$ cat src/rtl/alu_share_if.sv
`default_nettype none
// ============================================================================
// alu_share_if : requester/ALU/response bundle around the shared-ALU arbiter
// Rev 1.0
// ============================================================================
interface alu_share_if #(
  parameter int DATA_W = 32,
  parameter int CTRL_W = 4
);
  logic [1:0]          req_valid;
  logic [1:0]          req_ready;
  logic [2*DATA_W-1:0] req_a;
  logic [2*DATA_W-1:0] req_b;
  logic [2*CTRL_W-1:0] req_op;
  logic [DATA_W-1:0]   alu_a;
  logic [DATA_W-1:0]   alu_b;
  logic [CTRL_W-1:0]   alu_ctrl;
  logic [DATA_W-1:0]   alu_result;
  logic                alu_zero;
  logic [1:0]          rsp_valid;
  logic [1:0]          rsp_ready;
  logic [DATA_W-1:0]   rsp_result;
  logic                rsp_zero;
  logic                rsp_err;
  logic                busy;

  modport slave (
    input  req_valid, req_a, req_b, req_op, alu_result, alu_zero, rsp_ready,
    output req_ready, alu_a, alu_b, alu_ctrl, rsp_valid, rsp_result, rsp_zero,
           rsp_err, busy
  );

  modport master (
    output req_valid, req_a, req_b, req_op, alu_result, alu_zero, rsp_ready,
    input  req_ready, alu_a, alu_b, alu_ctrl, rsp_valid, rsp_result, rsp_zero,
           rsp_err, busy
  );
endinterface
`default_nettype wire

$ cat src/rtl/alu_share_arbiter.sv
`default_nettype none
// ============================================================================
// alu_share_arbiter : round-robin sharing of one combinational ALU by two requesters
// Rev 1.0
// ============================================================================
module alu_share_arbiter #(
  parameter int DATA_W = 32,
  parameter int CTRL_W = 4
) (
  input  logic        clk,
  input  logic        rst_n,
  alu_share_if.slave  bus
);

  typedef enum logic [1:0] {
    IDLE = 2'd0,
    EXEC = 2'd1,
    RESP = 2'd2
  } state_t;

  state_t              state;
  state_t              state_nxt;
  logic                sel;
  logic                grant;
  logic                last_grant;
  logic                legal_op;
  logic [1:0]          req_ready_c;
  logic [1:0]          rsp_valid_c;
  logic [DATA_W-1:0]   alu_a_r;
  logic [DATA_W-1:0]   alu_b_r;
  logic [CTRL_W-1:0]   alu_ctrl_r;
  logic [DATA_W-1:0]   rsp_result_r;
  logic                rsp_zero_r;
  logic                rsp_err_r;

  // Contention goes to whoever was not served last.
  always_comb begin
    sel = 1'b0;
    case (bus.req_valid)
      2'b01:   sel = 1'b0;
      2'b10:   sel = 1'b1;
      2'b11:   sel = ~last_grant;
      default: sel = 1'b0;
    endcase
  end

  always_comb begin
    legal_op = alu_ctrl_r inside {CTRL_W'(4'b0010), CTRL_W'(4'b0110), CTRL_W'(4'b0000),
                                  CTRL_W'(4'b0001), CTRL_W'(4'b1100), CTRL_W'(4'b0111)};
  end

  always_ff @(posedge clk or negedge rst_n) begin
    if (!rst_n) begin
      state <= IDLE;
    end else begin
      state <= state_nxt;
    end
  end

  always_comb begin
    state_nxt   = state;
    req_ready_c = 2'b00;
    rsp_valid_c = 2'b00;
    case (state)
      IDLE: begin
        if (rst_n && (|bus.req_valid)) begin
          req_ready_c = sel ? 2'b10 : 2'b01;
          state_nxt   = EXEC;
        end
      end
      EXEC: state_nxt = RESP;
      RESP: begin
        rsp_valid_c = grant ? 2'b10 : 2'b01;
        if (bus.rsp_ready[grant]) begin
          state_nxt = IDLE;
        end
      end
      default: state_nxt = IDLE;
    endcase
  end

  always_ff @(posedge clk or negedge rst_n) begin
    if (!rst_n) begin
      grant        <= 1'b0;
      last_grant   <= 1'b1;
      alu_a_r      <= '0;
      alu_b_r      <= '0;
      alu_ctrl_r   <= '0;
      rsp_result_r <= '0;
      rsp_zero_r   <= 1'b0;
      rsp_err_r    <= 1'b0;
    end else begin
      case (state)
        IDLE: begin
          if (|bus.req_valid) begin
            grant      <= sel;
            alu_a_r    <= sel ? bus.req_a[2*DATA_W-1:DATA_W] : bus.req_a[DATA_W-1:0];
            alu_b_r    <= sel ? bus.req_b[2*DATA_W-1:DATA_W] : bus.req_b[DATA_W-1:0];
            alu_ctrl_r <= sel ? bus.req_op[2*CTRL_W-1:CTRL_W] : bus.req_op[CTRL_W-1:0];
          end
        end
        EXEC: begin
          rsp_result_r <= bus.alu_result;
          rsp_zero_r   <= bus.alu_zero;
          rsp_err_r    <= ~legal_op;
        end
        RESP: begin
          if (bus.rsp_ready[grant]) begin
            last_grant <= grant;
          end
        end
        default: ;
      endcase
    end
  end

  assign bus.req_ready  = req_ready_c;
  assign bus.rsp_valid  = rsp_valid_c;
  assign bus.alu_a      = alu_a_r;
  assign bus.alu_b      = alu_b_r;
  assign bus.alu_ctrl   = alu_ctrl_r;
  assign bus.rsp_result = rsp_result_r;
  assign bus.rsp_zero   = rsp_zero_r;
  assign bus.rsp_err    = rsp_err_r;
  assign bus.busy       = (state != IDLE);

endmodule
`default_nettype wire

$ cat src/flat_wrapper.sv
// flat-port wrapper written by rule: the top's interface ports become plain ports
module alu_share_arbiter_flat 
#(
  parameter int DATA_W = 32,
  parameter int CTRL_W = 4
)
  (clk, rst_n, bus_req_valid, bus_req_a, bus_req_b, bus_req_op, bus_alu_result, bus_alu_zero, bus_rsp_ready, bus_req_ready, bus_alu_a, bus_alu_b, bus_alu_ctrl, bus_rsp_valid, bus_rsp_result, bus_rsp_zero, bus_rsp_err, bus_busy);
  alu_share_if #(.DATA_W(DATA_W), .CTRL_W(CTRL_W)) bus_i ();
  input  logic clk;
  input  logic rst_n;
  input wire logic [$bits(bus_i.req_valid)-1:0] bus_req_valid;
  input wire logic [$bits(bus_i.req_a)-1:0] bus_req_a;
  input wire logic [$bits(bus_i.req_b)-1:0] bus_req_b;
  input wire logic [$bits(bus_i.req_op)-1:0] bus_req_op;
  input wire logic [$bits(bus_i.alu_result)-1:0] bus_alu_result;
  input wire logic [$bits(bus_i.alu_zero)-1:0] bus_alu_zero;
  input wire logic [$bits(bus_i.rsp_ready)-1:0] bus_rsp_ready;
  output wire logic [$bits(bus_i.req_ready)-1:0] bus_req_ready;
  output wire logic [$bits(bus_i.alu_a)-1:0] bus_alu_a;
  output wire logic [$bits(bus_i.alu_b)-1:0] bus_alu_b;
  output wire logic [$bits(bus_i.alu_ctrl)-1:0] bus_alu_ctrl;
  output wire logic [$bits(bus_i.rsp_valid)-1:0] bus_rsp_valid;
  output wire logic [$bits(bus_i.rsp_result)-1:0] bus_rsp_result;
  output wire logic [$bits(bus_i.rsp_zero)-1:0] bus_rsp_zero;
  output wire logic [$bits(bus_i.rsp_err)-1:0] bus_rsp_err;
  output wire logic [$bits(bus_i.busy)-1:0] bus_busy;
  assign bus_i.req_valid = bus_req_valid;
  assign bus_i.req_a = bus_req_a;
  assign bus_i.req_b = bus_req_b;
  assign bus_i.req_op = bus_req_op;
  assign bus_i.alu_result = bus_alu_result;
  assign bus_i.alu_zero = bus_alu_zero;
  assign bus_i.rsp_ready = bus_rsp_ready;
  assign bus_req_ready = bus_i.req_ready;
  assign bus_alu_a = bus_i.alu_a;
  assign bus_alu_b = bus_i.alu_b;
  assign bus_alu_ctrl = bus_i.alu_ctrl;
  assign bus_rsp_valid = bus_i.rsp_valid;
  assign bus_rsp_result = bus_i.rsp_result;
  assign bus_rsp_zero = bus_i.rsp_zero;
  assign bus_rsp_err = bus_i.rsp_err;
  assign bus_busy = bus_i.busy;
  alu_share_arbiter #(.DATA_W(DATA_W), .CTRL_W(CTRL_W)) u_core (.clk(clk), .rst_n(rst_n), .bus(bus_i));
endmodule
$ cat config.mk
export PLATFORM = sky130hd
export DESIGN_NAME = alu_share_arbiter_flat
export DESIGN_NICKNAME = d
export VERILOG_FILES = /design/src/rtl/alu_share_if.sv /design/src/rtl/alu_share_arbiter.sv /design/src/flat_wrapper.sv
export SDC_FILE = /design/constraint.sdc
export NUM_CORES = 1
export LEC_CHECK = 0
export BUFFER_PORTS_ARGS = -buffer_cell sky130_fd_sc_hd__buf_4
export CORE_ASPECT_RATIO = 0.75
export CORE_MARGIN = 4
export CORE_UTILIZATION = 45
export CTS_CLUSTER_DIAMETER = 30
export DETAILED_ROUTE_END_ITERATION = 7
export GPL_TIMING_DRIVEN = 0
export HOLD_SLACK_MARGIN = 0.05
export PLACE_DENSITY = 0.8
export SLEW_MARGIN = 5
export SYNTH_ARGS = -nofsm -noshare
export SYNTH_HDL_FRONTEND = slang
export SYNTH_SLANG_ARGS = --single-unit
export TNS_END_PERCENT = 30
$ cat constraint.sdc
create_clock -name clk -period 2.2 [get_ports clk]
set_input_delay 0.11 -clock clk [delete_from_list [all_inputs] [get_ports clk]]
set_output_delay 0.11 -clock clk [all_outputs]
set_load 0.01 [all_outputs]
==> results.toml, run 1 <==
[pwr]
finalPower_mw = 10.8
power.density_nw_per_um2 = 1280
p_int_mw = 7.37
p_leak_nw = 4.37
pwr-share-clk_pct = 15.8
ir_drop_mv = 0.628
sequentialPowerShare_pct = 33.3
p_sw_mw = 3.40
switching_share_pct = 31.6
pwr-share-comb_pct = 50.9

[critical_path]
worst-path-stages = 7
r2r-start = "u_core.last_grant"
cp_common_cell = "buf_6"
crit_required_ps = 2090
cp_cell_sequence = "nor2_1 > o21a_1 > buf_2 > buf_6 > buf_6 > and3_1 > buf_4"
critical-path-top-delay-family = "buffers and inverters"
cp.arrival_ps = 1910
crit_start = "u_core.state[1]"
path_buf_inv = 4
rrSetupSlack_ps = 440
crit_slowest_cell = "dfrtp_1"
reg2reg_to = "u_core.bus.alu_a[10]"
worst_setup_path_start_kind = "flop"
cp-endpoint = "bus_req_ready[0]"
path_max_fanout = 10
slowest_delay_ps = 400
reg2reg_depth = 5
critPathCaptureType = "output pin"
crit_type = "reg -> out"

[clock_tree]
htree_levels = 3
numCtsBuffers = 9
clock-sinks = 106
clk_pin_slew_ps = 70
clock_path_buffers = 2
cts_tree = "yes"
cts_root_buffer = "clkbuf_16"
post_cts_buffers = 0
clock_latency_ps = 330

[global_routing]
grt_pass1_vias = 4263
grt_max_degree = 109
antenna_found_initial = 0
gr-total-overflow = 0
grt_first_pass_wirelength_um = 22400
grt_usage_pct = 20.7

[timing]
period_share_pct = 91.8
clock-skew-final_ps = 7.24
setup_tns_ps = 0
rsz0062_at_grt = "false"
slew_headroom_pct = 70.0
finalCriticalPeriod_ps = 2020
whs_ps = 100
hold_violations = 0
tightest_slew_ps = 450
fmax_mhz = 495
finalMaxSlewViolations = 0
setup_viol = 0

[yosys]
yosys.area.top_type = "dfrtp_1"
yosysWarnings = 0
yosysMostFrequentCell = "mux2_4"
synthTopCellsByCount = "mux2_4, dfrtp_1, mux2_2"
synthTopCellsByArea = "dfrtp_1, mux2_4, mux2_2"
ys_types = 25
synthArstFlopShare_pct = 100
synth_cells = 322
synth.avg_cell_area_um2 = 16.9
yosys_register_bits = 106
yosysSeqAreaShare_pct = 48.8
yosysTopAreaCellShare_pct = 48.3
synth_area_um2 = 5440
syn_nets = 497
synth-edff-count = 0
synth_ff_type = "dfrtp_1"

[final_layout]
multi_input_area_um2 = 2560
antennaDiodeCount = 0
filler_cell_count = 781
seqCellArea_um2 = 2650
area_growth_pct = 55.2
layout.nets = 824
drive_above_1_share_pct = 74.7

[floorplan]
placementRows = 34
die_x_um = 135
die-area_um2 = 13900
core_area_um2 = 11700
start_util_pct = 46.5
io-pin-count = 282
dieHeight_um = 103

[routing]
postRouteWirelength_um = 14900
drc_errors = 0
routedWlPerCell_um = 18.3
first_pass_iters = 4
drt_iter0_markers = 109
vias = 3867
ant_nets = 0
viasPerCell = 4.75

[run]
maxCapViolCount = 0

[placement]
io_buffers = 281
place_congestion = 0.749
dp_hpwl_um = 11200

[min_path]
hp-class = "in -> reg"

[outcome]
outcome = "complete, no violations"
worst min path at each step:
stage                             from                        end  slack [ps]  cells after the start
detailed placement  bus_alu_result[12]  u_core.bus.rsp_result[12]         350                      2
global route          bus_rsp_ready[1]            u_core.state[1]          80                      3
CTS                   bus_rsp_ready[0]          u_core.last_grant          80                      3
finish                bus_rsp_ready[0]          u_core.last_grant         100                      3
floorplan                        rst_n        u_core.bus.alu_a[0]        -190                      0
global placement     bus_alu_result[9]   u_core.bus.rsp_result[9]         340                      2
repair_timing:
action | 4_1_cts | 5_1_grt
endpoints found under the setup margin | 0 | 1
gates resized for setup | 0 | 1
hold endpoints to repair | 33 | 46
hold buffers | 33 | 1
registers in the layout (all words and copies together), names as in the netlist:
signal                 flops
u_core.bus.alu_a          32
u_core.bus.alu_b          32
u_core.bus.rsp_result     32
u_core.bus.alu_ctrl        4
u_core.state               2
u_core.bus.rsp_err         1
u_core.bus.rsp_zero        1
u_core.grant               1
u_core.last_grant          1
worst reg2reg max path, stage by stage (launching register included):
cell and delay (ps):
dfstp_2 550, a21bo_1 120, buf_6 200, buf_12 180, mux2_4 310, mux2_4 270
metrics by stage:
step | instance area [µm²] | worst slack (ps) | cells | util (%)
after global placement | 7750 | 397 | 765 | 66.2
after floorplan | 5440 | 577 | 322 | -
after global routing | 8440 | 19.4 | 814 | 72.1
after CTS | 8400 | 84.2 | 812 | 71.8
final | 8440 | 180 | 814 | 72.1
after detailed placement | 7750 | 350 | 765 | 66.2
cell usage in the layout (no fill, tap or decap), types with 2 or more instances in the layout:
cell,instances
buf_4,280
mux2_4,134
dfrtp_1,105
mux2_2,36
dlygate4sd3_1,34
buf_2,10
clkbuf_16,9
buf_12,6
buf_6,4
nor2_1,3
nor3_1,3
nand2_1,3
inv_1,2
nand2b_1,2
nor2b_1,2
o21ai_0,2
bufinv_16,2
area by class of cell:
cell class | count | area share (%)
buffer | 20 | 2.59
clock buffer | 10 | 2.83
timing repair buffer | 316 | 29.4
clock inverter | 4 | 0.904
multi-input combinational | 194 | 30.3
sequential | 106 | 31.4
tap | 162 | 2.40
inverter | 2 | 0.0889
layer usage:
| layer | part of all wire [%] | wire (µm) | track usage, % | up-vias |
|---|---|---|---|---|
| met5 | 0 | 0 | 0 | - |
| met4 | 1.2 | 177 | 4.73 | 0 |
| met3 | 8.4 | 1250 | 7.01 | 15 |
| met2 | 52 | 7760 | 37.8 | 168 |
| met1 | 38 | 5750 | 23.8 | 1884 |
| li1 | - | - | - | 1800 |
power groups by stage:
stage,combinational (mW),clock (mW),sequential [mW]
after floorplan,2.64,0,3.96
after global placement,5.35,0,3.53
after detailed placement,5.46,0,3.58
after CTS,5.52,1.75,3.57
after global routing,5.82,1.83,3.71
final,5.48,1.70,3.59
cells by family (layout without fill, tap and decap cells):
kind of cell	count (synthesis)	count (layout)	synth area share (%)
multiplexers	170	170	44.5
flip-flops	106	106	48.8
buffers and inverters	22	352	4.10
AND/OR/NAND/NOR	16	16	1.54
AO/OA/AOI/OAI	8	8	1.10
(Power assumes the default switching activity.)
==> run 2: changes to the inputs <==
CORE_UTILIZATION = 46   (was 45)
PLACE_DENSITY = 0.81   (was 0.8)
==> run 2 against run 1 <==
  * Maximum frequency fell by 0.47%
  * Sequential power about the same
  * Worst hold slack worse by 5.9 ps
  * Combinational power hardly changed
  * Worst setup slack worse by 9.6 ps
  * Largest cell class unchanged
  * Wire length decreased by 2.8%
  * Critical path depth unchanged
  * Sequential share of layout area is essentially flat
==> results.toml, run 2 (same netlist as run 1, synthesis figures left out) <==
[timing]
fmax_mhz = 493
setup_viol = 0
rsz0062_at_grt = "false"
finalMaxSlewViolations = 0
hold_violations = 0
finalCriticalPeriod_ps = 2030
clock-skew-final_ps = 8.72
fin_ws_ps = 170
setup_tns_ps = 0
period_share_pct = 92.3
whs_ps = 94.2
slew_headroom_pct = 66.1
tightest_slew_ps = 509

[min_path]
hold_path_depth = 3
worstHoldStart = "bus_rsp_ready[0]"
holdPathEnd = "u_core.state[1]"
hp-class = "in -> reg"

[placement]
place_ws_ps = 300
dpl.cell_count = 765
dpl-instance-area_um2 = 7750
place_congestion = 0.746
io_buffers = 281
dp_hpwl_um = 11000

[global_routing]
grt_pass1_vias = 4332
grt_max_degree = 109
antenna_found_initial = 0
grt_first_pass_wirelength_um = 22200
gr-total-overflow = 0
grt_usage_pct = 20.6

[final_layout]
post-route-util_pct = 73.0
area_growth_pct = 55.3
antennaDiodeCount = 0
final_area_um2 = 8440
filler_cell_count = 771
layout_commonest_cell = "buf_4"
stdcell_count = 816
layout.nets = 824
final_cell_mix = "buf_4, mux2_4, dfrtp_1"
drive_above_1_share_pct = 74.6

[routing]
drt_iter0_markers = 96
viasPerCell = 4.74
postRouteWirelength_um = 14500
first_pass_iters = 4
drc_errors = 0
routedWlPerCell_um = 17.8
vias = 3869
ant_nets = 0

[clock_tree]
clock-sinks = 106
clk_pin_slew_ps = 70
clock_path_buffers = 2
clock_latency_ps = 340
htree_levels = 3
cts_tree = "yes"
numCtsBuffers = 9
cts_root_buffer = "clkbuf_16"

[outcome]
outcome = "complete, no violations"

[run]
maxCapViolCount = 0

[critical_path]
reg2reg_depth = 5
worst_setup_path_start_kind = "flop"
crit_type = "reg -> out"
r2r-start = "u_core.last_grant"
critPathCaptureType = "output pin"
cp.arrival_ps = 1920
rrSetupSlack_ps = 460
crit_required_ps = 2090
reg2reg_to = "u_core.bus.alu_a[14]"
path_max_fanout = 10

[pwr]
power.density_nw_per_um2 = 1270
p_leak_nw = 4.37
ir_drop_mv = 0.602
finalPower_mw = 10.8

[floorplan]
io-pin-count = 282
core_area_um2 = 11600
dieHeight_um = 102
start_util_pct = 47.0
placementRows = 34
die_x_um = 134
die-area_um2 = 13600
[run 2: worst max path at each step]
stage / start / to / slack [ps] / cells past startpoint
final: u_core.state[1] / bus_req_ready[0] / 170 / 7
after global routing: u_core.state[1] / bus_req_ready[0] / 40 / 7
after floorplan: u_core.last_grant / u_core.bus.alu_a[27] / 580 / 5
after detailed placement: rst_n / bus_req_ready[1] / 300 / 4
after CTS: u_core.state[1] / bus_req_ready[0] / 70 / 7
after global placement: rst_n / bus_req_ready[1] / 400 / 4
[run 2: routing by layer]
| layer | vias up | share of wire [%] | track usage, % | routed length, µm |
|---|---|---|---|---|
| met5 | - | 0 | 0 | 0 |
| met4 | 0 | 0.74 | 3.95 | 108 |
| met3 | 12 | 7.2 | 6.55 | 1050 |
| met2 | 162 | 53 | 38.4 | 7650 |
| met1 | 1899 | 39 | 23.7 | 5710 |
| li1 | 1796 | - | - | - |
[run 2: area by class of cell]
type | instances | area (µm²) | area share, %
sequential | 106 | 2650 | 31.4
clock inverter | 6 | 88.8 | 1.05
timing repair buffer | 316 | 2480 | 29.4
clock buffer | 10 | 229 | 2.71
tap | 162 | 203 | 2.40
buffer | 20 | 219 | 2.59
multi-input combinational | 194 | 2560 | 30.3
inverter | 2 | 7.51 | 0.0889
[run 2: where the power goes]
| part | internal [mW] | leakage (nW) | switching (mW) |
|---|---|---|---|
| clock network | 1.00 | 0.149 | 0.698 |
| logic | 3.38 | 2.98 | 2.09 |
| registers | 2.96 | 1.24 | 0.617 |
| total | 7.35 | 4.37 | 3.41 |
[run 2: worst max-delay path, stage by stage (launching register included)]
cell and delay, ps:
dfrtp_1 400, nor2_1 170, o21a_1 140, buf_2 190, buf_6 200, buf_6 190, and3_1 170, buf_4 120
[run 2: repair_timing]
item	4_1_cts	5_1_grt
resized for setup	0	1
endpoints found under the hold margin	33	105
setup buffers	0	0
setup endpoints to repair	0	1
hold buffers	33	1
==> run 3: changes to the inputs <==
CORE_MARGIN = default   (was 4)
CORE_UTILIZATION = 47   (was 46)
CTS_BUF_LIST = sky130_fd_sc_hd__clkbuf_4 sky130_fd_sc_hd__clkbuf_8   (was default)
PLACE_DENSITY = 0.83   (was 0.81)
==> run 3 against run 2 <==
  * Maximum frequency rose by 2.4%
  * First-iteration DRC count grew 15%
  * Utilization increased by 1.6 points
  * Power fell by 5.6%
  * Cell count fell by 2.6%
  * Sequential power hardly changed
  * Flip-flop and latch count unchanged
  * Critical path depth shrank 1
  * Largest cell class unchanged
==> results.toml, run 3 (same netlist as run 1, synthesis figures left out) <==
[outcome]
outcome = "complete, no violations"

[floorplan]
io-pin-count = 282
die_x_um = 126
core_area_um2 = 11100
placementRows = 33
die-area_um2 = 12000
dieHeight_um = 95.2
start_util_pct = 49.0

[critical_path]
slowest_delay_ps = 420
crit_required_ps = 2090
reg2reg_depth = 5
path_max_fanout = 19
cp_cell_sequence = "nor2_1 > o21a_1 > buf_2 > buf_6 > and3_1 > buf_4"
worst_setup_path_start_kind = "flop"
critPathCaptureType = "output pin"
crit_slowest_cell = "dfrtp_1"
cp.arrival_ps = 1870
crit_type = "reg -> out"

[routing]
postRouteWirelength_um = 14100
highest-signal-layer = "met4"
routedWlPerCell_um = 17.7
ant_nets = 0
dr_wl_met2_um = 7400
drt_iter0_markers = 110
viasPerCell = 4.88
m1WireLength_um = 5540
wl_met3_um = 804
vias = 3882
first_pass_iters = 4
drc_errors = 0

[clock_tree]
clock_path_buffers = 2
clock_latency_ps = 360
clk_pin_slew_ps = 100
numCtsBuffers = 9
cts_tree = "yes"
cts_root_buffer = "clkbuf_8"
clock-sinks = 106
htree_levels = 3

[timing]
setup_viol = 0
slew_headroom_pct = 76.0
finalCriticalPeriod_ps = 1980
finalMaxSlewViolations = 0
period_share_pct = 90.1
hold_violations = 0
rsz0062_at_grt = "false"
fmax_mhz = 504
clock-skew-final_ps = 11.1
setup_tns_ps = 0
tightest_slew_ps = 360

[final_layout]
final_cell_mix = "buf_4, mux2_4, dfrtp_1"
final_area_um2 = 8290
antennaDiodeCount = 0
stdcell_count = 795
layout_commonest_cell = "buf_4"
filler_cell_count = 683
area_growth_pct = 52.4
drive_above_1_share_pct = 74.5
layout.nets = 825

[placement]
place_congestion = 0.721
dpl-instance-area_um2 = 7720
io_buffers = 281
dp_hpwl_um = 10300
dpl.cell_count = 743

[global_routing]
grt_pass1_vias = 4211
gr-total-overflow = 0
grt_usage_pct = 23.2
grt_first_pass_wirelength_um = 21300
antenna_found_initial = 0
grt_max_degree = 109

[min_path]
hold_path_depth = 3
hp-class = "in -> reg"

[pwr]
power.density_nw_per_um2 = 1220
p_leak_nw = 4.32
ir_drop_mv = 0.707

[run]
maxCapViolCount = 0
run 3: layout make-up:
type | instances | area, µm² | share of cell area, %
Buffer | 19 | 208 | 2.51
Clock buffer | 12 | 153 | 1.84
Clock inverter | 4 | 26.3 | 0.317
Inverter | 2 | 7.51 | 0.0906
Multi-Input combinational cell | 194 | 2560 | 30.9
Sequential cell | 106 | 2650 | 32.0
Tap cell | 140 | 175 | 2.11
Timing Repair Buffer | 318 | 2500 | 30.2
run 3: per-layer routing:
| metal | GRT usage (%) | up-vias |
|---|---|---|
| met2 | 43.0 | 171 |
| met5 | 0 | - |
| met1 | 26.7 | 1884 |
| li1 | - | 1801 |
| met4 | 7.83 | 0 |
| met3 | 5.44 | 26 |
run 3: path summary, 6_finish.rpt:
path,start,end,slack (ps)
worst max-delay path,u_core.state[1],bus_req_ready[0],220
worst min-delay path,bus_req_valid[1],u_core.state[0],60
worst max register to register,u_core.last_grant,u_core.bus.alu_a[10],440
worst min register to register,u_core.bus.rsp_err,u_core.bus.rsp_err,500
max in group asynchronous,rst_n,u_core.last_grant,1310
min in group asynchronous,rst_n,u_core.bus.rsp_result[12],210
run 3: power breakdown:
part	total (mW)	switching [mW]	internal, mW
combinational	5.42	2.06	3.37
sequential	3.61	0.651	2.96
clock	1.11	0.644	0.470
run 3: repair_timing:
action                                  4_1_cts  5_1_grt
setup buffers                                 0        0
hold buffers                                 35        1
endpoints found under the hold margin        35       39
endpoints found under the setup margin        0        1
resized for setup                             0        1
run 3: metrics by stage:
| step | setup WS, ps | hold WS [ps] | utilization [%] | total power, mW |
|---|---|---|---|---|
| after global placement | 403 | 343 | 69.5 | 8.83 |
| after global routing | 27.8 | 57.3 | 74.6 | 10.7 |
| final | 217 | 61.5 | 74.6 | 10.1 |
| after detailed placement | 351 | 346 | 69.5 | 9.01 |
| after CTS | 21.0 | 54.5 | 74.3 | 10.2 |
| after floorplan | 577 | -186 | - | 6.60 |
run 3: critical path: cells and delay by family (launching register included):
kind            cells  cell delay (ps)
compound gates      1              140
buf+inv             3              590
flops               1              420
simple gates        2              370
